## src/rtl/seg7_pkg.sv

```systemverilog
// Shared constants and BCD-to-segment decoding for the multiplexed 7-segment display driver.
// Segment bit order is {g,f,e,d,c,b,a}, active-high.
package seg7_pkg;

    localparam int BCD_W = 4;

    localparam logic [6:0] SEG_0     = 7'h3F;
    localparam logic [6:0] SEG_1     = 7'h06;
    localparam logic [6:0] SEG_2     = 7'h5B;
    localparam logic [6:0] SEG_3     = 7'h4F;
    localparam logic [6:0] SEG_4     = 7'h66;
    localparam logic [6:0] SEG_5     = 7'h6D;
    localparam logic [6:0] SEG_6     = 7'h7D;
    localparam logic [6:0] SEG_7     = 7'h07;
    localparam logic [6:0] SEG_8     = 7'h7F;
    localparam logic [6:0] SEG_9     = 7'h6F;
    localparam logic [6:0] SEG_BLANK = 7'h00;

    // Codes 10..15 are not digits and are shown dark rather than as hex glyphs.
    function automatic logic [6:0] bcd_to_seg(input logic [BCD_W-1:0] bcd);
        case (bcd)
            4'd0:    bcd_to_seg = SEG_0;
            4'd1:    bcd_to_seg = SEG_1;
            4'd2:    bcd_to_seg = SEG_2;
            4'd3:    bcd_to_seg = SEG_3;
            4'd4:    bcd_to_seg = SEG_4;
            4'd5:    bcd_to_seg = SEG_5;
            4'd6:    bcd_to_seg = SEG_6;
            4'd7:    bcd_to_seg = SEG_7;
            4'd8:    bcd_to_seg = SEG_8;
            4'd9:    bcd_to_seg = SEG_9;
            default: bcd_to_seg = SEG_BLANK;
        endcase
    endfunction

endpackage

```

## src/rtl/seg7_blank_mask.sv

```systemverilog
// Leading-zero mask: bit i is set when digit i and every more significant digit are zero.
// Digit 0 is never masked so a zero value still shows a single "0".
module seg7_blank_mask
    import seg7_pkg::*;
#(
    parameter int NUM_DIGITS = 4
) (
    input  logic [NUM_DIGITS-1:0][BCD_W-1:0] digits,
    input  logic                             enable,
    output logic [NUM_DIGITS-1:0]            mask
);

    logic zero_above;

    always_comb begin
        mask       = '0;
        zero_above = 1'b1;
        for (int i = NUM_DIGITS - 1; i >= 1; i--) begin
            zero_above = zero_above && (digits[i] == '0);
            mask[i]    = enable && zero_above;
        end
    end

endmodule

```

## src/rtl/seg7_scan_driver.sv

```systemverilog
// Time-multiplexed 7-segment scan driver with leading-zero blanking, guard interval,
// 16-level PWM brightness and frame-synchronous (tear-free) display updates.
module seg7_scan_driver
    import seg7_pkg::*;
#(
    parameter int NUM_DIGITS = 4,
    parameter int SCAN_DIV   = 10000,
    parameter int GUARD      = 16
) (
    input  logic                        clk,
    input  logic                        reset,
    input  logic [BCD_W*NUM_DIGITS-1:0] digits_in,
    input  logic                        load,
    input  logic                        blank_lz,
    input  logic [3:0]                  brightness,
    output logic [6:0]                  segments,
    output logic [NUM_DIGITS-1:0]       digit_en,
    output logic                        frame_done
);

    localparam int PW = (SCAN_DIV > 1) ? $clog2(SCAN_DIV) : 1;
    localparam int IW = $clog2(NUM_DIGITS);

    logic [PW-1:0]                   prescaler;
    logic [IW-1:0]                   idx;
    logic [3:0]                      pwm_cnt;
    logic [NUM_DIGITS-1:0][BCD_W-1:0] shadow;
    logic [NUM_DIGITS-1:0][BCD_W-1:0] disp;
    logic [NUM_DIGITS-1:0]           blank_mask;

    logic slot_end;
    logic frame_wrap;
    logic lit;

    seg7_blank_mask #(
        .NUM_DIGITS(NUM_DIGITS)
    ) u_blank_mask (
        .digits(disp),
        .enable(blank_lz),
        .mask  (blank_mask)
    );

    assign slot_end   = (prescaler == PW'(SCAN_DIV - 1));
    assign frame_wrap = slot_end && (idx == IW'(NUM_DIGITS - 1));
    assign lit        = (prescaler >= PW'(GUARD)) && (pwm_cnt <= brightness) && !blank_mask[idx];

    // Scan timing: prescaler within a slot, idx across slots, free-running PWM phase.
    always_ff @(posedge clk) begin
        if (reset) begin
            prescaler  <= '0;
            idx        <= '0;
            pwm_cnt    <= '0;
            frame_done <= 1'b0;
        end else begin
            pwm_cnt    <= pwm_cnt + 4'd1;
            frame_done <= frame_wrap;
            if (slot_end) begin
                prescaler <= '0;
                idx       <= frame_wrap ? '0 : idx + IW'(1);
            end else begin
                prescaler <= prescaler + PW'(1);
            end
        end
    end

    // A load landing on the boundary cycle goes straight to disp so it is not delayed a frame.
    always_ff @(posedge clk) begin
        if (reset) begin
            shadow <= '0;
            disp   <= '0;
        end else begin
            if (load) begin
                shadow <= digits_in;
            end
            if (frame_wrap) begin
                disp <= load ? digits_in : shadow;
            end
        end
    end

    always_ff @(posedge clk) begin
        if (reset) begin
            segments <= '0;
            digit_en <= '0;
        end else begin
            digit_en <= lit ? (NUM_DIGITS'(1) << idx) : '0;
            segments <= lit ? bcd_to_seg(disp[idx]) : SEG_BLANK;
        end
    end

endmodule

```

## config.mk

```make
export PLATFORM = sky130hd
export DESIGN_NAME = seg7_scan_driver
export DESIGN_NICKNAME = d
export VERILOG_FILES = /design/src/rtl/seg7_pkg.sv /design/src/rtl/seg7_blank_mask.sv /design/src/rtl/seg7_scan_driver.sv
export SDC_FILE = /design/constraint.sdc
export NUM_CORES = 1
export LEC_CHECK = 0
export CAP_MARGIN = 25
export CORE_AREA = 10 10 96 98
export CTS_CLUSTER_DIAMETER = 60
export DETAILED_ROUTE_END_ITERATION = 16
export DIE_AREA = 0 0 106 108
export SYNTH_ARGS = -nofsm -noshare
export SYNTH_HDL_FRONTEND = slang
export SYNTH_HIERARCHICAL = 1
export SYNTH_SLANG_ARGS = --single-unit
```

## constraint.sdc

```tcl
create_clock -name clk -period 3.64 [get_ports clk]
set_input_delay 0.364 -clock clk [delete_from_list [all_inputs] [get_ports clk]]
set_output_delay 0.364 -clock clk [all_outputs]
set_load 0.01 [all_outputs]
```

==> run metrics <==
fin worst setup slack 1337 ps; FILL cells 753; min Tclk post-route around 2300 ps; Initial Util 37.94%; gpl congestion 0.7878; Yosys top cell area share around 45%; Achievable Freq 434.3 MHz; Final HPWL DP 3769 µm; area grow syn2layout 19.97%; dpl ws 1223 ps; sequential element share of the synthesized area 45.35%; largest net degree at the start of global routing 42; detailed-route via count 2,019; Die X 106 µm; CTS Hold Bufs 0; worst skew pair latency 340 ps; Slew HR approximately 36%; crit-path max FO 14; Yosys Warn Count 6; grt total ovfl 0; status complete, no violations; Syn Inst Count between 200 and 300; Req. time, crit path 3930 ps; Avg Inst Size Synth about 9.8 µm²; Synth Cell Area 2825 µm²; crit path kind register to register; HP Class register to register; clk sinks 64; Core Rows 32; total track usage 9.860%; Die Ht 108 µm; DR WL/cell about 12 µm; layout net count 358; post-route ant nets 0; drt total wl 5223 µm; MaxCap Viol Count 0; Clock transition at path regs 80 ps; post-route DRC violation count 0; Worst EP arrival 2600 ps; Placed Area ~3200 µm²; Yosys reg bits 64; Die Footprint 11,450 µm²; Post-CTS Resized 0; core area 7447 µm²; final hold violations 0; VDD IR max 0.2124 mV; initial antenna violation count 0; clk root buf clkbuf_8; number of I/O pins 36; power density cells 394.0 nW/µm²; post-synth cell types 42; DR iter-0 viols 54; buffers added on ports 35; unrepaired setup endpoints after global routing false; CTS buffer count 9; DRT Pass-1 Iters 4; Fin Setup TNS 0 ps; fraction of layout cells with a size suffix above 1 8.000%; H-tree Lvls 3; Final Cell Area 3390 µm²; Slew @ Worst Pin 954.3 ps; Final Max Tran Viols 0; largest area contributor in the netlist dfxtp_1; Post-CTS Setup Bufs 0; CTS tree built; number of synthesized flops with an enable pin 0; largest cells by area after synthesis dfxtp_1 (45%), nor2_1 (8.2%), mux2i_1 (7.1%); vias in the first global route slightly below 2,000; Diodes inserted 0; Final Setup Violations 0; maximum clock path buffer count 2; clk_skew around 12 ps; wire length of the first global-routing pass 9225 µm; Layout Cells excl Fill 427; Inst Count DP between 400 and 500; Syn Nets 327; fin crit share ~63%; Synth async-reset ratio 0%; CP startpoint kind register; Crit. End Element register; top_reg_cell synth dfxtp_1; vias per inst 4.728; Leak Pwr between 1 and 1.5 nW
[final timing paths]
path	end	slack (ps)	start	depth (start not counted)
setup reg to reg	segments[5]	1340	idx[0]	5
hold / removal	pwm_cnt[0]	450	pwm_cnt[0]	1
setup / recovery	segments[5]	1340	idx[0]	5
hold reg to reg	pwm_cnt[0]	450	pwm_cnt[0]	1
[routing by layer]
metal	vias to the layer above	global-route usage, %	share of wire, %
li1	1055	-	-
met1	923	13.08	52
met2	35	13.69	41
met3	6	4.581	5.6
met4	0	3.482	1.3
met5	-	0	0
[where the power goes]
part / leakage [nW] / internal [mW] / switching [mW] / total [mW]
logic: 0.791 / 0.0453 / 0.0380 / 0.0833
registers: 0.520 / 0.716 / 0.00796 / 0.724
clock network: 0.0889 / 0.246 / 0.282 / 0.528
[per-stage QoR]
stage	hold slack (ps)	utilization (%)	power (mW)
2_1_floorplan	414.2	-	0.7891
3_3_place_gp	428.4	43.20	0.8232
3_5_place_dp	439.0	43.20	0.8249
4_1_cts	456.2	45.51	1.355
5_1_grt	465.1	45.51	1.413
6_report	451.4	45.51	1.335
[logic make-up (layout without fill, tap and decap cells)]
group	after synthesis	in the layout	synth area share (%)
AND/OR/NAND/NOR	108	108	19.35
other	1	1	0.1327
adder cells (fa/ha/maj)	14	14	6.200
flip-flops	64	64	45.35
multiplexers	26	26	11.20
buffers and inverters	28	64	4.916
XOR/XNOR	15	15	4.650
AO/OA/AOI/OAI	33	33	8.193
[state kept, by name (all words and copies together) (netlist names)]
register	flops
idx	2
pwm_cnt	4
digit_en	4
frame_done	1
disp	16
prescaler	14
segments	7
shadow	16
[placed cells by master, fill, tap and decap left out, types with 4 or more instances in the layout]
cell / n
xor2_1: 7
nor2_1: 62
inv_1: 12
clkdlybuf4s50_1: 35
mux2i_1: 20
nor3_1: 4
and3_1: 6
dfxtp_1: 64
a211oi_1: 16
nand2_1: 7
clkbuf_8: 9
nand3_1: 7
ha_1: 14
a21oi_1: 8
xnor2_1: 8
[worst max-delay path, stage by stage (launching register included)]
cell,delay [ps]
dfxtp_1,670
mux4_1,770
ha_1,250
or2_2,290
a21oi_1,150
o21a_1,120
[synth_stat cells, drive strengths merged, types with 5 or more instances]
cell	instances
clkbuf	5
xnor2	8
mux2i	20
nand2	7
buf	11
nand3	7
nor3	5
inv	12
nor2	63
a21oi	8
and3	6
a211oi	16
xor2	7
ha	14
dfxtp	64
[layout make-up]
class / instances / area [µm²] / area share, %
sequential: 64 / 1281 / 37.80
inverter: 12 / 45.04 / 1.329
clock buffer: 9 / 123.9 / 3.654
multi-input combinational: 197 / 1405 / 41.45
clock inverter: 7 / 48.80 / 1.440
timing repair buffer: 36 / 357.8 / 10.56
tap: 102 / 127.6 / 3.765
Note: power is estimated with default switching activity, not from simulation.
